--- config.mk ---
export PLATFORM = sky130hd
export DESIGN_NAME = uart_sender
export DESIGN_NICKNAME = d
export VERILOG_FILES = /design/src/rtl/uart_sender.sv
export SDC_FILE = /design/constraint.sdc
export NUM_CORES = 1
export LEC_CHECK = 0
export ABC_AREA = 1
export CAP_MARGIN = 5
export CELL_PAD_IN_SITES_DETAIL_PLACEMENT = 1
export CELL_PAD_IN_SITES_GLOBAL_PLACEMENT = 1
export CORE_MARGIN = 8
export CORE_UTILIZATION = 35
export CTS_CLUSTER_SIZE = 16
export DETAILED_ROUTE_END_ITERATION = 7
export PLACE_DENSITY = 0.71
export SETUP_SLACK_MARGIN = 0.3
export SYNTH_ARGS = -nofsm -noshare
export SYNTH_HDL_FRONTEND = slang
export SYNTH_SLANG_ARGS = --single-unit
--- constraint.sdc ---
create_clock -name clk -period 1.75 [get_ports clk]
set_input_delay 0.2625 -clock clk [delete_from_list [all_inputs] [get_ports clk]]
set_output_delay 0.2625 -clock clk [all_outputs]
set_load 0.02 [all_outputs]
--- src/rtl/uart_sender.sv ---
`default_nettype none
// +--------------------------------------------------------------------------+
// | uart_sender : async serial transmitter, 8 data bits, LSB first,          |
// |               optional parity and 1 or 2 stop bits                       |
// | Revision    : 1.0                                                        |
// +--------------------------------------------------------------------------+
module uart_sender #(
  parameter int CLK_FREQ  = 50_000_000,
  parameter int BAUD      = 9600,
  parameter int PARITY    = 0,
  parameter int STOP_BITS = 1
) (
  input  logic       clk,
  input  logic       rst_n,
  input  logic       TX_EN,
  input  logic [7:0] TX_DATA,
  output logic       TX_STATUS,
  output logic       UART_TX
);

  localparam int             c_CLKS_PER_BIT = CLK_FREQ / BAUD;
  localparam int             c_CNT_W        = $clog2(c_CLKS_PER_BIT);
  localparam logic [c_CNT_W-1:0] c_CNT_MAX  = c_CNT_W'(c_CLKS_PER_BIT - 1);
  localparam logic [2:0]     c_LAST_STOP    = 3'(STOP_BITS - 1);
  localparam logic           c_HAS_PARITY   = (PARITY != 0);
  localparam logic           c_ODD          = (PARITY == 2);

  localparam logic [2:0] c_IDLE   = 3'd0;
  localparam logic [2:0] c_START  = 3'd1;
  localparam logic [2:0] c_DATA   = 3'd2;
  localparam logic [2:0] c_PARITY = 3'd3;
  localparam logic [2:0] c_STOP   = 3'd4;

  logic [2:0]         r_state;
  logic [c_CNT_W-1:0] r_cnt;
  logic [2:0]         r_bit_idx;
  logic [7:0]         r_shift;
  logic               r_parity;
  logic               r_tx;
  logic               r_status;
  logic               w_bit_end;

  assign w_bit_end = (r_cnt == c_CNT_MAX);
  assign UART_TX   = r_tx;
  assign TX_STATUS = r_status;

  // Line value for the next bit is loaded on the edge that ends the current one.
  always_ff @(posedge clk or negedge rst_n) begin
    if (!rst_n) begin
      r_state   <= c_IDLE;
      r_cnt     <= '0;
      r_bit_idx <= '0;
      r_shift   <= '0;
      r_parity  <= 1'b0;
      r_tx      <= 1'b1;
      r_status  <= 1'b1;
    end else begin
      case (r_state)
        c_IDLE: begin
          if (TX_EN) begin
            r_shift   <= TX_DATA;
            r_parity  <= (^TX_DATA) ^ c_ODD;
            r_state   <= c_START;
            r_cnt     <= '0;
            r_bit_idx <= '0;
            r_tx      <= 1'b0;
            r_status  <= 1'b0;
          end
        end
        c_START: begin
          if (w_bit_end) begin
            r_cnt   <= '0;
            r_state <= c_DATA;
            r_tx    <= r_shift[0];
          end else begin
            r_cnt <= r_cnt + 1'b1;
          end
        end
        c_DATA: begin
          if (w_bit_end) begin
            r_cnt <= '0;
            if (r_bit_idx == 3'd7) begin
              r_bit_idx <= '0;
              if (c_HAS_PARITY) begin
                r_state <= c_PARITY;
                r_tx    <= r_parity;
              end else begin
                r_state <= c_STOP;
                r_tx    <= 1'b1;
              end
            end else begin
              r_bit_idx <= r_bit_idx + 1'b1;
              r_shift   <= r_shift >> 1;
              r_tx      <= r_shift[1];
            end
          end else begin
            r_cnt <= r_cnt + 1'b1;
          end
        end
        c_PARITY: begin
          if (w_bit_end) begin
            r_cnt   <= '0;
            r_state <= c_STOP;
            r_tx    <= 1'b1;
          end else begin
            r_cnt <= r_cnt + 1'b1;
          end
        end
        c_STOP: begin
          if (w_bit_end) begin
            r_cnt <= '0;
            if (r_bit_idx == c_LAST_STOP) begin
              r_bit_idx <= '0;
              r_state   <= c_IDLE;
              r_status  <= 1'b1;
            end else begin
              r_bit_idx <= r_bit_idx + 1'b1;
            end
          end else begin
            r_cnt <= r_cnt + 1'b1;
          end
        end
        default: begin
          r_state  <= c_IDLE;
          r_cnt    <= '0;
          r_tx     <= 1'b1;
          r_status <= 1'b1;
        end
      endcase
    end
  end

endmodule
`default_nettype wire

==> flow_summary.toml <==
[cts]
clock_path_buffers = 2
cts_root_buf = "clkbuf_8"
clk_pin_slew_ps = 70
htree_levels = 2
cts_buffers = 5
clock_latency_ps = 290
cts.sinks = 29
cts_tree = "yes"
postCtsHoldBufs = 0

[timing]
rsz0062_at_grt = "true"
finalClockSkew_ps = 8.85
min_period_ps = 1500
hold_ws_ps = 357
slew_violations = 0
fin_crit_sh = 0.857
max_slew_margin = 0.733
fmax_mhz = 667
hold_viol = 0
worst_pin_slew_ps = 400
tns_ps = 0
setup_viol = 0
setup_slack_ps = 251

[worst_setup_path]
worst_path_most_repeated_cell = "nand2_1"
cp_num_buf_inv = 0
rrSetupSlack_ps = 250
crit_fanout = 4
path_delay_family = "simple AND/OR/NAND/NOR gates"
end_kind = "flip-flop"
slowest_stage = "dfrtp_1"
worstSetupPathType = "reg -> reg"
crit_path_max_incr_delay_ps = 410
crit_cells = 9
cp.required_ps = 1960
crit_path_start_kind = "flip-flop"
worstPathArrival_ps = 1710
reg2reg_depth = 9
crit_chain = "ha_4 > nand2_4 > nor2_2 > nand2_1 > nor2_1 > nand2_1 > nand2_1 > nand2_1 > nor2_1"

[pwr]
p_switching_mw = 1.74
p_sw_frac = 0.438
seq_power_share = 0.267
pwr-share-comb = 0.543
vdd_ir_drop_max_mv = 0.807
power_leakage_nw = 1.25
p_int_mw = 2.23
power-per-cell-area_nw_per_um2 = 1510
p_clk_frac = 0.190

[synth]
yosysMostFrequentCell = "nand2_1"
async_reset_ff_frac = 1.00
synth_edf_count = 0
netlist_instances = 246
ys_top_cells_by_count = "nand2_1 (78), dfrtp_1 (27), inv_1 (26)"
syn_area_um2 = 1770
avgSynthCellArea_um2 = 7.21
synth_top_flop_cell = "dfrtp_1"
synth_cell_type_count = 25
yosysSeqAreaShare = 0.411
synth_fp_nets = 261
netlist_top_cells_area = "dfrtp_1 (38%), nand2_1 (17%), nand3_1 (5.6%)"
yosys.area.top_type = "dfrtp_1"
synth-seq-cells = 29
synth_warnings = 0
synth_top_area_frac = 0.381

[placed_design]
dp_hpwl_um = 3380
dp_cells = 332
place_congestion = 0.817
port_buffers = 12
dp_slack_ps = 71.9

[floorplanning]
pin_count = 13
start_util = 0.354
rows = 26
die_h_um = 87.2
die_width_um = 87.2
dieArea_um2 = 7600
core_region_area_um2 = 5010

[detailed_routing]
detail-route-antenna-nets = 0
wl_per_cell_um = 15.2
first_iter_violations = 66
drtPass1Iterations = 4
viasPerCell = 4.88
drt_wl_total_um = 5590
vias = 1802
drc = 0

[min_path]
hp-class = "in -> async"

[global_route]
gr-total-overflow = 0
grt_max_degree = 30
grt_usage = 0.148
grt_pass1_vias = 1901
grt_first_pass_wirelength_um = 8770
antenna_found_initial = 0

[outcome]
outcome = "finished clean"

[flow_run]
maxCapViolCount = 0

[layout]
fin_util = 0.523
stdcell_count = 369
drive_gt1_frac = 0.418
antennaDiodeCount = 0
fill_cells = 633
seqCellArea_um2 = 732
syn_to_final_growth_pct = 47.8
multi_input_area_um2 = 1180
fin_nets = 313
## cell usage in the layout, fill, tap and decap left out, types with 3 or more instances in the layout
cell	instances
o21ai_1	8
nand2_4	10
dfrtp_2	3
nand3_1	16
o21ai_2	8
clkbuf_8	6
nand2_2	17
nand2_1	58
nor2_2	5
buf_4	31
nor3_1	3
o21ai_0	7
nand4_1	5
xor2_1	3
nand3_2	3
nor2_4	7
nor2_1	13
inv_1	20
dfrtp_1	24
inv_2	8
or2_2	7
clkdlybuf4s50_1	10
## through the flow
step	total power [mW]	cell area, µm²
after floorplan	2.06	1790
after detailed placement	2.47	2030
after global routing	4.26	2620
after global placement	2.43	2030
after CTS	3.54	2350
final	3.96	2620
## metal layers
| metal | up-vias | track usage | part of all wire |
|---|---|---|---|
| li1 | 883 | - | - |
| met2 | 21 | 0.262 | 0.51 |
| met1 | 889 | 0.169 | 0.44 |
| met5 | - | 0 | 0 |
| met3 | 9 | 0.0358 | 0.026 |
| met4 | 0 | 0.0453 | 0.015 |
## state kept, by name (all words and copies together) (netlist names)
signal     flops
r_shift        8
UART_TX        1
r_state        3
TX_STATUS      1
r_bit_idx      3
r_cnt         13
## worst register-to-register path: cells and delay by family (launching register included)
| kind | cells | cell delay [ps] |
|---|---|---|
| AND/OR/NAND/NOR | 8 | 850 |
| flip-flops | 1 | 410 |
| adder cells (fa/ha/maj) | 1 | 170 |
## worst paths after layout
kind / startpoint / to
setup / recovery: r_cnt[1] / r_cnt[12]
hold / removal: rst_n / r_cnt[3]
setup reg to reg: r_cnt[1] / r_cnt[12]
hold reg to reg: TX_STATUS / TX_STATUS
max in group asynchronous: rst_n / UART_TX
min in group clk: TX_STATUS / TX_STATUS
## final cells by class
cell class	instances	share of cell area
flip-flops and latches	29	0.279
inverters	30	0.0463
clock buffers	6	0.0315
multi-input cells	185	0.449
clock inverters	2	0.0143
repair buffers	46	0.144
well taps	70	0.0334
repair inverters	1	0.00191
## timing repair
action	in CTS	in global routing
setup endpoints to repair	25	29
pin swaps	8	16
resized for setup	32	50
setup buffers	13	13
gates cloned	2	1
hold endpoints to repair	0	0
## power groups by stage
stage,clock network (mW),logic (mW),registers (mW)
floorplan,0,1.02,1.04
global placement,0,1.39,1.04
detailed placement,0,1.43,1.04
CTS,0.775,1.74,1.03
global route,0.799,2.38,1.08
finish,0.753,2.15,1.06
## cell families (layout without fill, tap and decap cells)
kind of cell    count (synthesis)  count (layout)  synth area share
xor+xnor                        3               3            0.0148
buf+inv                        33              85            0.0769
fa+ha+maj                       4               4            0.0282
flops                          29              29             0.411
compound gates                 27              27            0.0981
simple gates                  150             151             0.371
Note: power is estimated with default switching activity, not from simulation.
